[config.mk]
export PLATFORM = sky130hd
export DESIGN_NAME = arith_result_fifo
export DESIGN_NICKNAME = d
export VERILOG_FILES = /design/src/rtl/arith_result_fifo.sv
export SDC_FILE = /design/constraint.sdc
export NUM_CORES = 1
export LEC_CHECK = 0
export ABC_AREA = 1
export CAP_MARGIN = 20
export CELL_PAD_IN_SITES_DETAIL_PLACEMENT = 1
export CELL_PAD_IN_SITES_GLOBAL_PLACEMENT = 1
export CORE_AREA = 2 2 185 187
export CTS_CLUSTER_DIAMETER = 30
export DETAILED_ROUTE_END_ITERATION = 10
export DIE_AREA = 0 0 187 189
export PLACE_DENSITY = 0.7
export SLEW_MARGIN = 40
export SYNTH_ARGS = -nofsm -noshare
export SYNTH_HDL_FRONTEND = slang
export SYNTH_SLANG_ARGS = --single-unit
[constraint.sdc]
create_clock -name i_clk -period 4.2 [get_ports i_clk]
set_input_delay 0.42 -clock i_clk [delete_from_list [all_inputs] [get_ports i_clk]]
set_output_delay 0.42 -clock i_clk [all_outputs]
set_load 0.1 [all_outputs]
[src/rtl/arith_result_fifo.sv]
// arith_result_fifo
// First-word-fall-through result FIFO behind the arith unit.
// - Captures each valid result/status pair from the arith unit.
// - Keeps sticky status, an overflow flag and a saturating drop counter.
// - Serves the consumer over a valid/ready handshake.
// The arith unit cannot be stalled, so bursts are absorbed here and any
// loss is reported instead of back-pressured.
// Optional build macro: ARITH_RESULT_FIFO_AFULL_EN enables the registered
// o_almost_full flag; without it o_almost_full is tied low.
module arith_result_fifo #(
    parameter int BITS         = 32,
    parameter int DEPTH        = 8,
    parameter int CNT_W        = 16,
    parameter int AFULL_THRESH = 6
) (
    input  logic                       i_clk,
    input  logic                       i_reset,
    input  logic                       i_valid,
    input  logic [BITS-1:0]            i_result,
    input  logic [3:0]                 i_status,
    input  logic                       i_ready,
    input  logic                       i_clear_sticky,
    output logic                       o_valid,
    output logic [BITS-1:0]            o_result,
    output logic [3:0]                 o_status,
    output logic [$clog2(DEPTH):0]     o_count,
    output logic                       o_full,
    output logic [3:0]                 o_sticky_status,
    output logic                       o_overflow,
    output logic [CNT_W-1:0]           o_drop_cnt,
    output logic                       o_almost_full
);

    // Address bits plus one wrap bit so full and empty can be told apart.
    localparam int AW = $clog2(DEPTH);
    localparam int PW = AW + 1;

    // Reject illegal configurations at elaboration time.
    generate
        if (DEPTH < 2 || (DEPTH & (DEPTH - 1)) != 0) begin : g_bad_depth
            $error("arith_result_fifo: DEPTH must be a power of 2 and at least 2");
        end
        if (AFULL_THRESH < 0) begin : g_bad_thresh
            $error("arith_result_fifo: AFULL_THRESH must not be negative");
        end
    endgenerate

    // ------------------------------------------------------------------
    // Storage and pointers
    // ------------------------------------------------------------------
    logic [BITS-1:0] result_mem [DEPTH];
    logic [3:0]      status_mem [DEPTH];

    logic [PW-1:0]   wr_ptr_reg;
    logic [PW-1:0]   wr_ptr_next;
    logic [PW-1:0]   rd_ptr_reg;
    logic [PW-1:0]   rd_ptr_next;

    logic [AW-1:0]   wr_addr;
    logic [AW-1:0]   rd_addr;

    logic            empty;
    logic            full;
    logic            pop;
    logic            push;
    logic            drop;

    assign wr_addr = wr_ptr_reg[AW-1:0];
    assign rd_addr = rd_ptr_reg[AW-1:0];

    // Same address: equal wrap bits mean empty, differing wrap bits mean full.
    assign empty = (wr_ptr_reg == rd_ptr_reg);
    assign full  = (wr_addr == rd_addr) && (wr_ptr_reg[AW] != rd_ptr_reg[AW]);

    // A pop frees a slot in the same cycle, so a full FIFO can still accept
    // a push while the consumer is reading. i_ready is meaningless when empty.
    assign pop  = !empty && i_ready;
    assign push = i_valid && (!full || pop);
    assign drop = i_valid && full && !pop;

    // Pointer advance for the coming edge.
    always_comb begin
        wr_ptr_next = wr_ptr_reg;
        rd_ptr_next = rd_ptr_reg;
        if (push) begin
            wr_ptr_next = wr_ptr_reg + PW'(1);
        end
        if (pop) begin
            rd_ptr_next = rd_ptr_reg + PW'(1);
        end
    end

    // Pointer registers; reset discards every stored entry at once.
    always_ff @(posedge i_clk or negedge i_reset) begin
        if (!i_reset) begin
            wr_ptr_reg <= '0;
            rd_ptr_reg <= '0;
        end else begin
            wr_ptr_reg <= wr_ptr_next;
            rd_ptr_reg <= rd_ptr_next;
        end
    end

    // Storage write; contents are left unreset and masked while empty.
    always_ff @(posedge i_clk) begin
        if (push) begin
            result_mem[wr_addr] <= i_result;
            status_mem[wr_addr] <= i_status;
        end
    end

    // Head entry falls through as soon as the read pointer settles.
    assign o_valid  = !empty;
    assign o_result = empty ? '0 : result_mem[rd_addr];
    assign o_status = empty ? '0 : status_mem[rd_addr];
    assign o_count  = wr_ptr_reg - rd_ptr_reg;
    assign o_full   = full;

    // ------------------------------------------------------------------
    // Sticky status, overflow flag and drop counter
    // ------------------------------------------------------------------
    logic [3:0]       sticky_reg;
    logic [3:0]       sticky_next;
    logic             overflow_reg;
    logic             overflow_next;
    logic [CNT_W-1:0] drop_cnt_reg;
    logic [CNT_W-1:0] drop_cnt_base;
    logic [CNT_W-1:0] drop_cnt_next;

    // Per bit: a clear wipes history, but status pushed in the same cycle survives.
    generate
        for (genvar gi = 0; gi < 4; gi++) begin : g_sticky
            assign sticky_next[gi] = (push & i_status[gi]) |
                                     (~i_clear_sticky & sticky_reg[gi]);
        end
    endgenerate

    // A drop coinciding with a clear is still recorded as the first drop.
    assign overflow_next = (overflow_reg & ~i_clear_sticky) | drop;

    // Drop counter: clear first, then count this cycle's drop, saturating.
    always_comb begin
        drop_cnt_base = i_clear_sticky ? '0 : drop_cnt_reg;
        drop_cnt_next = drop_cnt_base;
        if (drop && (drop_cnt_base != {CNT_W{1'b1}})) begin
            drop_cnt_next = drop_cnt_base + CNT_W'(1);
        end
    end

    // Status/loss reporting registers.
    always_ff @(posedge i_clk or negedge i_reset) begin
        if (!i_reset) begin
            sticky_reg   <= '0;
            overflow_reg <= 1'b0;
            drop_cnt_reg <= '0;
        end else begin
            sticky_reg   <= sticky_next;
            overflow_reg <= overflow_next;
            drop_cnt_reg <= drop_cnt_next;
        end
    end

    assign o_sticky_status = sticky_reg;
    assign o_overflow      = overflow_reg;
    assign o_drop_cnt      = drop_cnt_reg;

    // ------------------------------------------------------------------
    // Almost-full flag
    // ------------------------------------------------------------------
`ifdef ARITH_RESULT_FIFO_AFULL_EN
    logic [PW-1:0] count_next;
    logic          almost_full_reg;

    assign count_next = wr_ptr_next - rd_ptr_next;

    // Registered so it changes on the same edge as o_count.
    always_ff @(posedge i_clk or negedge i_reset) begin
        if (!i_reset) begin
            almost_full_reg <= 1'b0;
        end else begin
            almost_full_reg <= (32'(count_next) >= AFULL_THRESH);
        end
    end

    assign o_almost_full = almost_full_reg;
`else
    assign o_almost_full = 1'b0;
`endif

endmodule

## After elaboration in Yosys (flattened, before gate mapping)

Memories as Yosys holds them, arrays and structs flattened.
Index checks and enable logic that the tools add are counted.

| operators by class | value |
|---|---|
| reduce and logical (&&, ||, !) cells | 10 |
| muxes and demuxes | 6 |
| eq/ne operators | 4 |
| $add $sub $neg | 4 |
| bitwise gates (word level) | 15 |

Operators by type and width:

| kind | number |
|---|---|
| two-way mux 16 bit | 2 |
| two-way mux 32 bit | 1 |
| adder 16 x 1 -> 16 bit, second input constant | 1 |
| inequality test 16 bit, second input constant | 1 |
| AND 1 bit | 9 |
| adder 4 x 1 -> 4 bit, second input constant | 2 |
| logical AND 1 bit | 6 |
| bitwise OR 1 bit | 5 |
| equality test 4 bit | 1 |
| two-way mux 4 bit | 1 |
| subtractor 4 bit | 1 |
| equality test 3 bit | 1 |
| logical NOT 1 bit | 3 |
| two-way mux 1 bit | 2 |
| logical OR 1 bit | 1 |
| inequality test 1 bit | 1 |
| NOT 1 bit | 1 |

| storage, ports and cells | value |
|---|---|
| register bits after elaboration | 29 |
| memories | 2 |
| output and inout bits | 64 |
| word-level logic and storage cells | 46 |
| input bits | 41 |
| RAM bits | 288 |

Memory list:

| memory | words | bits a word | read ports | clocked after Yosys merged registers in | write ports | RTL line | text |
|---|---|---|---|---|---|---|---|
| result_mem | 8 | 32 | 1 | 0 | 1 | 51 | `logic [BITS-1:0] result_mem [DEPTH];` |
| status_mem | 8 | 4 | 1 | 0 | 1 | 52 | `logic [3:0] status_mem [DEPTH];` |

## Logic depth before layout (Yosys ltp)

| depth | value |
|---|---|
| depth after elaboration | 7 |
| gate-level depth with buffers | 17 |
| depth with buffers taken out | 14 |

## Worst setup path after synthesis

Ideal clock, no wire load.

| timing | value |
|---|---|
| path type | register to register |
| from | register wr_ptr_reg[0] |
| to | memory result_mem[6][0] (enable) |
| library setup time | 474 ps |
| stages on the path, launching flop included | 10 |
| required time | 3726 ps |
| arrival | 4387 ps |
| path buffers | 0 |
| period minus slack after synthesis | 4861 ps |
| setup slack | -661 ps |
| cell sequence | dfrtp_1 inv_1 ha_1 inv_1 nor2_4 nand3_1 nand2_1 inv_2 nand2_1 nor3_1 |

| between the ends | value |
|---|---|
| longest elaborated chain between the ends | 7 |
| elaborated cells on any way between the ends | 10 |
| classes of those cells | eq/ne (2); mux (2); reduce/logical (6) |

RTL lines:

| element | RTL line | text |
|---|---|---|
| start, declared | 54 | `logic [PW-1:0] wr_ptr_reg;` |
| start signal, assigned | 99 | `wr_ptr_reg <= wr_ptr_next;` |
| equality test 4 bit or equality test 3 bit (tied branches) | 72, 73 |  |
| logical NOT 1 bit or logical AND 1 bit (tied branches) | 77, 73 |  |
| logical AND 1 bit or logical NOT 1 bit (tied branches) | 77, 78 |  |
| logical OR 1 bit | 78 | `assign push = i_valid && (!full \|\| pop);` |
| logical AND 1 bit | 78 |  |
| two-way mux 1 bit | 106 | `if (push) begin` |
| two-way mux 1 bit (implied by the code) | 107 | `result_mem[wr_addr] <= i_result;` |
| end, declared | 51 |  |

Several ways; a longest one is shown, not always the timed one.

## Worst setup path after layout

| timing | value |
|---|---|
| from | register rd_ptr_reg[1] |
| to | output port o_result[5] |

| between the ends | value |
|---|---|
| longest elaborated chain between the ends | 2 |
| elaborated cells on any way between the ends | 3 |
| classes of those cells | eq/ne (1); mux (1); memory (1) |

RTL lines:

| element | RTL line | text |
|---|---|---|
| start, declared | 56 | `logic [PW-1:0] rd_ptr_reg;` |
| start signal, assigned | 100 | `rd_ptr_reg <= rd_ptr_next;` |
| memory (8 x 32 bit) or equality test 4 bit (tied branches) | n/a |  |
| two-way mux 32 bit * | 114 | `assign o_result = empty ? '0 : result_mem[rd_addr];` |
| end, declared | 24 | `output logic [BITS-1:0] o_result,` |

Every way passes the cells marked *; elsewhere a longest branch is shown, timed or not.

==> reports/qor.yml <==
postRouteAntennaNets: 0
crit_family: "buffers and inverters"
ys_ff_latch: 317
r2r_end: "result_mem[6][29]$_DFFE_PP_"
routed_wl_um: 36400
finalHoldViolations: 0
wl_met2_um: 18100
antenna_found_initial: 1
async_flop_share_pct: 9.15
synth_top_family_by_area: "simple AND/OR/NAND/NOR gates"
synth_top_area_share_pct: 65.4
grt_use_total_pct: 20.8
synth_nets: 1176
port_buffers: 103
clockBufferDepth: 3
cts_tree: "yes"
cp_num_cells: 7
vias_per_cell: 5.23
hold_buffers: 0
cp_slowest_stage_delay_ns: 0.64
critPathCapture: "o_result[5]"
yosysMostFrequentCell: "edfxtp_1"
timing.fmax_mhz: 275
period_minus_slack_ns: 3.64
rr_worst_depth: 9
r2r_slack_ns: 0.92
criticalPathCategory: "flop to output port"
root_buffer: "clkbuf_16"
avgSynthCellArea_um2: 11.7
path_cells: "buf_4 -> buf_4 -> o21ai_0 -> o211ai_1 -> nand2_1 -> nor2_1 -> buf_12"
cts.sinks: 317
final.setup.tns_ns: 0
post_synth_mux_area_share_pct: 0
vias: 9303
cp_num_buf_inv: 3
die_w_um: 187
postCtsSetupBuffers: 0
remaining_drc_errors: 0
drv_cap: 0
synth_compound_area_share_pct: 9.55
status: "complete, no violations"
cp-end-kind: "output port"
wire_per_inst_um: 20.4
setup_viol_count_final: 0
slew_violations: 0
clk_pin_slew_ns: 0.04
initial_core_util_pct: 39.7
area_delta_synth_final_pct: 33.4
syn_area_mm2: 0.0132
drive_above_1_share_pct: 18.3
synthXorXnorAreaFrac_pct: 0.795
r2r_start: "rd_ptr_reg[0]$_DFFE_PN0P_"
ys_warn_count: 0
yosysSeqAreaShare_pct: 70.9
yosys.area.top_type: "edfxtp_1"
synth-adder-area-share_pct: 0.720
drt-initial-drc-count: 588
worstSetupStartpointType: "flop"
multiInputGateArea_mm2: 0.00343
cp.arrival_ns: 3.22
globalRouteOverflowTotal: 0
grt_setup_unrepaired: "false"
dp_hpwl_um: 19000
fill_cells: 3403
m1WireLength_um: 15500
cp_max_fo: 60
synth_edf_count: 288
first_global_vias: 10357
final-seq-area_mm2: 0.00938
hold_class: "input port to asynchronous set/reset pin"
synth-main-ff-cell: "edfxtp_1"
numCtsBuffers: 79
nets: 1318
topRoutingLayerUsed: "met5"
io_pins: 105
tightest_slew_ns: 0.716
synthSimpleGateAreaFrac_pct: 14.4
post_cts_resized: 0
grt_first_pass_wirelength_um: 57200
antennaDiodeCount: 0
startpoint: "rd_ptr_reg[1]$_DFFE_PN0P_"
chipHeight_um: 189
core.rowCount: 67
synth_cell_types: 34
slew-limit-headroom_pct: 52.3
clk_latency_ns: 0.57
core-area_mm2: 0.0333
dr.pass1.iters: 5
regMostFlops: "result_mem"
gp_congestion: 0.767
htree_levels: 3
wl_met3_um: 1820
cpMaxStageDelayCell: "buf_4"
grt_max_degree: 91
synth_common_cells: "edfxtp_1 (288), nor2_1 (282), o21ai_0 (143)"
dieArea_mm2: 0.0353
largest_reg_flops: 256
finalClockSkew_ns: 0.0214
finalCritPeriodShare_pct: 86.7
crit_required_ns: 3.78
cp_common_cell: "buf_4"
synthTopCellsByArea: "edfxtp_1 (65%), nor2_1 (8.0%), dfrtp_1 (5.5%)"
syn-instance-count: 1128
==> cells by family after synthesis <==
group,after synthesis
AOI/OAI and AO/OA,223
and+or+nand+nor,466
DFF,317
other,1
adders and majority gates,7
buffers and inverters,102
xor gates and xnor gates,12
==> layer usage <==
metal  up-vias  global-route usage, %
met5         -                      0
met1      4694                   25.5
met2       256                   35.8
met3        77                   4.52
met4         2                   8.85
li1       4274                      -
==> how the worst min path moves through the flow <==
stage / endpoint / slack, ns / cells past startpoint
3_5_place_dp: o_sticky_status[2]$_DFF_PN0_ / 0.48 / 2
2_1_floorplan: o_drop_cnt[0]$_DFF_PN0_ / 0.12 / 0
4_1_cts: o_drop_cnt[14]$_DFF_PN0_ / 0.26 / 2
5_1_grt: o_drop_cnt[14]$_DFF_PN0_ / 0.31 / 2
6_report: o_sticky_status[1]$_DFF_PN0_ / 0.26 / 2
3_3_place_gp: o_sticky_status[3]$_DFF_PN0_ / 0.47 / 2
==> placed cells by master (no fill, tap or decap), types with 6 or more instances in the layout <==
master / n
clkbuf_16: 81
clkinv_2: 9
o211ai_1: 36
edfxtp_1: 288
clkbuf_1: 12
xor2_1: 9
nor2_4: 11
o22ai_1: 36
clkinvlp_4: 7
o21ai_0: 143
nand3_1: 16
bufinv_16: 6
buf_2: 21
clkdlybuf4s50_1: 40
nor2_1: 275
buf_4: 21
buf_12: 42
dfrtp_1: 26
inv_1: 32
nor2_2: 6
clkinv_1: 12
nand2_1: 139
ha_1: 6
inv_6: 8
==> area by class of cell <==
cell class | count | share of cell area, %
Inverter | 37 | 0.859
Multi-Input combinational cell | 709 | 19.5
Timing Repair Buffer | 126 | 8.66
Clock buffer | 96 | 12.0
Sequential cell | 317 | 53.2
Clock inverter | 47 | 2.59
Tap cell | 448 | 3.18
==> metrics by stage <==
stage          util [%]  cells  hold slack [ns]  worst slack (ns)  area [um^2]
2_1_floorplan         -   1128            0.124             0.291        13200
6_report           53.0   1780            0.263             0.561        17600
4_1_cts            52.9   1780            0.264             0.325        17600
3_3_place_gp       45.5   1637            0.473              1.02        15200
5_1_grt            53.0   1780            0.306             0.413        17600
3_5_place_dp       45.2   1637            0.476             0.913        15100
Power is not shown: default switching activity piles up to over one toggle a cycle in this logic, so the estimate is an artifact.
